[src/rtl/bcd_counter_display.sv]
// N-digit BCD up/down counter with tick prescaler, synchronous load, wrap flag
// and a multiplexed active-low 7-segment scan driver. Optional: LEADING_ZERO_BLANK_EN.
module bcd_counter_display #(
  parameter int NUM_DIGITS = 4,
  parameter int TICK_DIV   = 50000000,
  parameter int SCAN_DIV   = 50000
) (
  input  logic                    clk,
  input  logic                    rst,
  input  logic                    en,
  input  logic                    up_dn,
  input  logic                    load,
  input  logic [4*NUM_DIGITS-1:0] load_val,
  output logic [4*NUM_DIGITS-1:0] count,
  output logic                    ovf,
  output logic [6:0]              seg,
  output logic [NUM_DIGITS-1:0]   an
);

  localparam int TW = $clog2(TICK_DIV);
  localparam int SW = $clog2(SCAN_DIV);
  localparam int IW = (NUM_DIGITS > 1) ? $clog2(NUM_DIGITS) : 1;
  localparam logic [TW-1:0] TICK_LAST = TW'(TICK_DIV - 1);
  localparam logic [SW-1:0] SCAN_LAST = SW'(SCAN_DIV - 1);
  localparam logic [IW-1:0] IDX_LAST  = IW'(NUM_DIGITS - 1);

  function automatic logic [6:0] seg_decode(input logic [3:0] d);
    logic [6:0] s;
    case (d)
      4'd0:    s = 7'b1000000;
      4'd1:    s = 7'b1111001;
      4'd2:    s = 7'b0100100;
      4'd3:    s = 7'b0110000;
      4'd4:    s = 7'b0011001;
      4'd5:    s = 7'b0010010;
      4'd6:    s = 7'b0000010;
      4'd7:    s = 7'b1111000;
      4'd8:    s = 7'b0000000;
      4'd9:    s = 7'b0010000;
      default: s = 7'b1111111;
    endcase
    return s;
  endfunction

  logic [TW-1:0]             tick_cnt_q, tick_cnt_d;
  logic [4*NUM_DIGITS-1:0]   count_q, count_d;
  logic                      ovf_q, ovf_d;
  logic [SW-1:0]             scan_cnt_q, scan_cnt_d;
  logic [IW-1:0]             scan_idx_q, scan_idx_d;
  logic [6:0]                seg_q, seg_d;
  logic [NUM_DIGITS-1:0]     an_q, an_d;

  logic                      tick;
  logic                      scan_last;
  logic [4*NUM_DIGITS-1:0]   load_clean;
  logic [4*NUM_DIGITS-1:0]   inc_vec;
  logic [4*NUM_DIGITS-1:0]   dec_vec;
  logic                      all_nine;
  logic                      all_zero;
  logic [3:0]                cur_dig;
  logic                      carry;
  logic                      borrow;
  logic [3:0]                scan_dig;

  assign tick      = (tick_cnt_q == TICK_LAST);
  assign scan_last = (scan_cnt_q == SCAN_LAST);

  // Non-BCD load digits are forced to 0 so the counter never holds A-F.
  generate
    for (genvar gi = 0; gi < NUM_DIGITS; gi++) begin : g_load
      assign load_clean[4*gi +: 4] =
        (load_val[4*gi +: 4] > 4'd9) ? 4'd0 : load_val[4*gi +: 4];
    end
  endgenerate

  // Ripple carry/borrow across digits in one cycle; the final chain bit flags a full wrap.
  always_comb begin
    inc_vec = count_q;
    dec_vec = count_q;
    carry   = 1'b1;
    borrow  = 1'b1;
    cur_dig = 4'd0;
    for (int i = 0; i < NUM_DIGITS; i++) begin
      cur_dig = count_q[4*i +: 4];
      if (carry) begin
        inc_vec[4*i +: 4] = (cur_dig == 4'd9) ? 4'd0 : cur_dig + 4'd1;
      end
      if (borrow) begin
        dec_vec[4*i +: 4] = (cur_dig == 4'd0) ? 4'd9 : cur_dig - 4'd1;
      end
      carry  = carry  & (cur_dig == 4'd9);
      borrow = borrow & (cur_dig == 4'd0);
    end
    all_nine = carry;
    all_zero = borrow;
  end

  always_comb begin
    tick_cnt_d = tick ? '0 : tick_cnt_q + TW'(1);
    count_d    = count_q;
    ovf_d      = 1'b0;
    if (load) begin
      count_d    = load_clean;
      tick_cnt_d = '0;
    end else if (tick && en) begin
      if (up_dn) begin
        count_d = inc_vec;
        ovf_d   = all_nine;
      end else begin
        count_d = dec_vec;
        ovf_d   = all_zero;
      end
    end
  end

  always_comb begin
    scan_cnt_d = scan_last ? '0 : scan_cnt_q + SW'(1);
    scan_idx_d = scan_idx_q;
    if (scan_last) begin
      scan_idx_d = (scan_idx_q == IDX_LAST) ? '0 : scan_idx_q + IW'(1);
    end
  end

  always_comb begin
    scan_dig = 4'd0;
    for (int i = 0; i < NUM_DIGITS; i++) begin
      if (scan_idx_q == IW'(i)) begin
        scan_dig = count_q[4*i +: 4];
      end
    end
  end

`ifdef LEADING_ZERO_BLANK_EN
  logic [NUM_DIGITS-1:0] upper_zero;
  logic                  hz;
  logic                  blank;

  // upper_zero[i]: digit i and every digit above it are zero.
  always_comb begin
    hz         = 1'b1;
    upper_zero = '0;
    for (int i = NUM_DIGITS - 1; i >= 0; i--) begin
      hz            = hz & (count_q[4*i +: 4] == 4'd0);
      upper_zero[i] = hz;
    end
  end

  always_comb begin
    blank = 1'b0;
    for (int i = 1; i < NUM_DIGITS; i++) begin
      if (scan_idx_q == IW'(i)) begin
        blank = upper_zero[i];
      end
    end
  end

  assign seg_d = blank ? 7'h7F : seg_decode(scan_dig);
`else
  assign seg_d = seg_decode(scan_dig);
`endif

  generate
    for (genvar gi = 0; gi < NUM_DIGITS; gi++) begin : g_an
      assign an_d[gi] = ~(scan_idx_q == IW'(gi));
    end
  endgenerate

  always_ff @(posedge clk or negedge rst) begin
    if (!rst) begin
      tick_cnt_q <= '0;
      count_q    <= '0;
      ovf_q      <= 1'b0;
    end else begin
      tick_cnt_q <= tick_cnt_d;
      count_q    <= count_d;
      ovf_q      <= ovf_d;
    end
  end

  always_ff @(posedge clk or negedge rst) begin
    if (!rst) begin
      scan_cnt_q <= '0;
      scan_idx_q <= '0;
      seg_q      <= 7'h7F;
      an_q       <= '1;
    end else begin
      scan_cnt_q <= scan_cnt_d;
      scan_idx_q <= scan_idx_d;
      seg_q      <= seg_d;
      an_q       <= an_d;
    end
  end

  assign count = count_q;
  assign ovf   = ovf_q;
  assign seg   = seg_q;
  assign an    = an_q;

endmodule

[config.mk]
export PLATFORM = sky130hd
export DESIGN_NAME = bcd_counter_display
export DESIGN_NICKNAME = d
export VERILOG_FILES = /design/src/rtl/bcd_counter_display.sv
export SDC_FILE = /design/constraint.sdc
export NUM_CORES = 1
export LEC_CHECK = 0
export CAP_MARGIN = 20
export CORE_MARGIN = 2
export CORE_UTILIZATION = 30
export CTS_BUF_LIST = sky130_fd_sc_hd__clkbuf_4 sky130_fd_sc_hd__clkbuf_8
export DETAILED_ROUTE_END_ITERATION = 16
export HOLD_SLACK_MARGIN = 0.03
export PLACE_DENSITY = 0.55
export REMOVE_ABC_BUFFERS = 1
export SYNTH_ARGS = -nofsm -noshare
export SYNTH_HDL_FRONTEND = slang
export SYNTH_SLANG_ARGS = --single-unit
[constraint.sdc]
create_clock -name clk -period 5.51 [get_ports clk]
set_input_delay 0.8265 -clock clk [delete_from_list [all_inputs] [get_ports clk]]
set_output_delay 0.8265 -clock clk [all_outputs]
set_load 0.02 [all_outputs]
## Yosys cells after proc, flatten, opt, wreduce, memory -nomap -nowiden

Memories as Yosys holds them, arrays and structs flattened. A register that Yosys moved wholly into a read port is not among the register bits.
Cells that the tools add are included.
W data, S select, Z words.

- Bits in registers: 65
- ROM bits: 112
- Bits of input ports: 21
- Output and inout port bits: 28
- Memories kept: 1

- $add $sub $neg: 11
- $lt $le $gt $ge: 4
- Equality and inequality tests: 12
- Muxes and demuxes: 32
- Bitwise logic cells: 10
- Reductions and logical operators: 14

Memories:

| name | words | bits a word | rd ports | clocked after Yosys merged registers in | write ports | line | RTL |
|---|---|---|---|---|---|---|---|
| (name not given) | 16 | 7 | 1 | 1 | 0 | 29 | `case (d)` |

Operator list:

| kind | number |
|---|---|
| $mux W4 | 22 |
| $mux W16 | 4 |
| $mux W26 | 2 |
| $add A26 B1 Y26 const B | 1 |
| $eq A26 B26 Y1 const B | 1 |
| $add A16 B1 Y16 const B | 1 |
| $add A4 B1 Y4 const B | 4 |
| $eq A16 B16 Y1 const B | 1 |
| $eq A4 B4 Y1 const B | 4 |
| $gt A4 B4 Y1 const B | 4 |
| $logic_not A4 Y1 | 4 |
| $sub A4 B1 Y4 const B | 4 |
| $ne A3 B1 Y1 const B | 3 |
| $reduce_and A3 Y1 | 3 |
| $reduce_bool A3 Y1 | 3 |
| $and A1 B1 Y1 | 6 |
| $eq A2 B2 Y1 const B | 2 |
| $not A1 Y1 | 4 |
| $mux W1 | 3 |
| $add A2 B1 Y2 const B | 1 |
| $eq A2 B1 Y1 const B | 1 |
| $logic_not A2 Y1 | 1 |
| $mux W2 | 1 |
| $reduce_bool A2 Y1 | 1 |
| 2 further kinds | 2 |

## Longest topological paths before layout

- Depth in word-level cells: 7
- Mapped depth: 10

## Least setup slack after synthesis

OpenSTA, ideal clock, no wires.

- Kind: register to register
- Start: reg count_q[9] (netlist: count[9])
- End: reg count_q[15] (netlist: count[15])
- Data arrival time: 2179 ps
- Data required time: 5390 ps
- Slack: 3210 ps
- Stages on the path, launching flop included: 7
- Path buffers: 1
- Clock period less this slack: 2300 ps
- Path through: dfrtp_1 -> clkbuf_1 -> or4b_1 -> nor4_1 -> a31oi_1 -> or4_1 -> a31o_2

- Word-level cells in the longest chain between the ends: 4
- Elaborated cells between the ends (all ways): 7

Ends and longest elaborated chain:

| what | line | RTL |
|---|---|---|
| from (decl) | 46 | `logic [4*NUM_DIGITS-1:0] count_q, count_d;` |
| from (signal assigned) | 175 | `count_q <= count_d;` |
| $eq A4 B4 Y1 or $logic_not A4 Y1 (tied branches) | 91, 92 |  |
| $and A1 B1 Y1, on equally long branches | 91, 92 |  |
| $ne A3 B1 Y1 (no line) or $reduce_bool A3 Y1 (tied branches) | n/a |  |
| $reduce_and A3 Y1 (no line) (*) | n/a |  |

Mark *: on every way between the ends. The rest lies on a longest branch, timed or not.
A chain may end at the register's enable or synchronous reset.

## Worst setup path after layout

- Start: in up_dn
- End: reg count_q[9] (netlist: count[9])

- Word-level cells in the longest chain between the ends: 3
- Elaborated cells between the ends (all ways): 6

Ends and longest elaborated chain:

| what | line | RTL |
|---|---|---|
| from (decl) | 11 | `input logic up_dn,` |
| $mux W16 | 106 | `if (up_dn) begin` |
| $mux W16 | 105 | `end else if (tick && en) begin` |
| $mux W16 | 102 | `if (load) begin` |

Several ways; a longest one is shown, not always the timed one. The select of a mux whose other input is x is not followed.

==> impl_metrics.csv <==
group,metric,value,unit
outcome,status,"complete, no violations",
final_layout,fin_area,5274,um2
critical_path,worstPathMaxFanout,21,
final_layout,layout.nets,561,
power_and_ir_drop,clockPowerShare,39.6,%
floorplan,die_area,15740,um2
detailed_routing,drcViolationCount,0,
yosys,synthTopCellsByCount,"61 x dfrtp_1, 57 x nor2_1, 34 x nand2_1",
sta,setup_tns,0,ns
detailed_routing,firstDrtPassIters,4,
yosys,synth_cells,497,
final_layout,seq_area,1815,um2
power_and_ir_drop,pwr-share-seq,45.3,%
detailed_routing,viasPerCell,5.167,
yosys,synthesis.area,4424,um2
cts,root_buffer,"clkbuf_8",
grt,grt_pass1_wl,17420,um
yosys,ys_ff_latch,72,
power_and_ir_drop,p_leak,0.002110,uW
sta,finalCriticalPeriod,3.210,ns
yosys,synth_most_common_cell,"dfrtp_1",
run,max_cap_viol_count,0,
cts,cts_setup_buffers,0,
cts,htreeDepth,3,
yosys,yosys_most_used_dff,"dfrtp_1",
cts,clk_latency,0.36,ns
final_layout,n_antenna_cell,0,
grt,grt_overflow,0,
sta,rsz0062_at_grt,"no",
power_and_ir_drop,ir_drop,89.31,uV
power_and_ir_drop,p_int,948.4,uW
cts,cts.reportedPaths.clkPinSlew,0.08,ns
yosys,async_reset_ff_share,100.0,%
sta,timing.final.max_slew_violations,0,
critical_path,arrival,3.48,ns
critical_path,worstPathRequired,5.78,ns
floorplan,ioPinCount,49,
critical_path,critPathLaunchType,"input port",
power_and_ir_drop,switching_share,27.33,%
grt,track_usage,13.48,%
detailed_routing,drtAntennaViolNets,0,
detailed_routing,drt_iter0_drc,320,
sta,max_freq,0.3115,GHz
final_layout,fill_cells,1480,
final_layout,area_growth,19.20,%
critical_path,crit_type,"input port to flip-flop",
yosys,yosysTopAreaCell,"dfrtp_1",
floorplan,fp.dieW,125.4,um
grt,grt_pass1_vias,3536,
sta,slew_headroom,40.43,%
cts,cts_resized,0,
cts,clock_path_buffers,2,
min_path,hp-class,"flip-flop to flip-flop",
cts,cts.sinks,72,
detailed_routing,drt_wl_total,10290,um
sta,worst_slew_pin_slew,0.8936,ns
floorplan,start_util,30.56,%
yosys,ys_types,65,
power_and_ir_drop,pwr-share-comb,15.2,%
power_and_ir_drop,p_per_area,247.5,nW/um2
sta,fin_crit_sh,58.26,%
critical_path,rrSetupSlack,2.93,ns
final_layout,drive_above_1_share,8.614,%
grt,antenna_found_initial,0,
yosys,ys_seq_area_share,41.04,%
final_layout,multi_input_comb_area,2422,um2
placed_design,port_buffers,48,
critical_path,endpoint_kind,"flip-flop",
floorplan,core,14480,um2
cts,cts_inserted_buffers,9,
yosys,yosysWarnings,0,
yosys,synth-edff-count,0,
sta,setup_viol_count_final,0,
yosys,synth_area_leaders,"dfrtp_1 35%, dfstp_2 6.5%, xor2_1 5.3%",
detailed_routing,wire_per_inst,14.33,um
yosys,synth_top_area_share,34.50,%
power_and_ir_drop,power_switching,356.7,uW
cts,cts_hold_buf,0,
yosys,avgSynthCellArea,8.902,um2
grt,grt_max_degree,73,
floorplan,core.rowCount,44,
final_layout,finalCoreUtilization,36.42,%
placed_design,gp_congestion,0.8087,
sta,final_hold_viol_count,0,
placed_design,placed_area,5030,um2
floorplan,die_h,125.4,um
sta,clock_skew,0.01077,ns
placed_design,hpwl,7134,um
detailed_routing,dr_total_vias,3710,
cts,cts_tree,"yes",
area by class of cell:
type                       count  share of cell area, %
inverter                      17                  1.210
sequential                    72                  34.42
multi-input combinational    378                  45.93
clock buffer                   9                  2.349
timing repair buffer          51                  9.442
tap                          184                  4.365
clock inverter                 7                  2.278
layout by cell type, fill, tap and decap left out, types with 6 or more instances in the layout:
master / synthesis / final
xor2_1: 27 / 27
dfrtp_1: 61 / 61
clkdlybuf4s50_1: 0 / 47
clkbuf_8: 0 / 9
nor3_1: 10 / 10
nor4_1: 9 / 9
nor2_1: 57 / 57
or4_1: 9 / 9
a2bb2oi_1: 6 / 6
nand3_1: 26 / 26
nand4_1: 13 / 13
dfstp_2: 11 / 11
o21ai_0: 26 / 26
a22oi_1: 6 / 6
o211ai_1: 7 / 7
and3_1: 11 / 11
nand3b_1: 10 / 10
a21oi_1: 23 / 23
xnor2_1: 17 / 17
ha_1: 11 / 11
inv_1: 17 / 17
nand2_1: 34 / 34
cell families (layout without fill, tap and decap cells):
kind of cell / after synthesis / in the layout / share of synthesized area, %
and+or+nand+nor: 216 / 216 / 26.44
xor gates and xnor gates: 44 / 44 / 8.710
DFF: 72 / 72 / 41.04
AOI/OAI and AO/OA: 98 / 98 / 14.34
muxes: 9 / 9 / 2.149
buffers and inverters: 47 / 84 / 4.214
adders and majority gates: 11 / 11 / 3.111
power groups by stage:
stage          clock (uW)  sequential, uW  combinational, uW
2_1_floorplan           0             613               88.4
3_3_place_gp            0             601                198
3_5_place_dp            0             601                199
4_1_cts               532             591                200
5_1_grt               555             596                219
6_report              516             591                198
sequential cells by signal, summed over array words and instances (netlist names):
| name | cells |
|---|---|
| tick_cnt_q | 26 |
| count | 16 |
| scan_cnt_q | 16 |
| seg | 7 |
| an | 4 |
| scan_idx_q | 2 |
| ovf | 1 |
per-stage QoR:
stage | hold WS, ns | power, uW | std cells | setup slack, ns
6_report | 0.4922 | 1305 | 718 | 2.300
5_1_grt | 0.5184 | 1371 | 718 | 2.060
4_1_cts | 0.4897 | 1323 | 718 | 2.333
3_5_place_dp | 0.4791 | 800.7 | 702 | 1.960
3_3_place_gp | 0.4723 | 799.0 | 702 | 2.027
2_1_floorplan | 0.4547 | 701.6 | 467 | 3.272
critical path: stages:
cell	delay, ns
clkdlybuf4s50_1	0.76
buf_4	0.38
nor4_1	0.25
and3_1	0.24
o2111ai_1	0.33
or4_1	0.60
o211ai_1	0.09
routing by layer:
layer	GRT usage [%]	part of all wire (%)
met3	2.739	4.7
met4	5.163	1.3
met2	21.18	46
met1	18.30	48
met5	0	0
worst paths after layout:
path | from | to | depth (start not counted)
setup / recovery | up_dn | count[9] | 7
hold / removal | scan_cnt_q[0] | scan_cnt_q[0] | 1
setup reg to reg | tick_cnt_q[0] | count[15] | 6
hold reg to reg | scan_cnt_q[0] | scan_cnt_q[0] | 1
max in group asynchronous | rst | tick_cnt_q[10] | 2
min in group asynchronous | rst | scan_cnt_q[12] | 2
(Power assumes the default switching activity.)
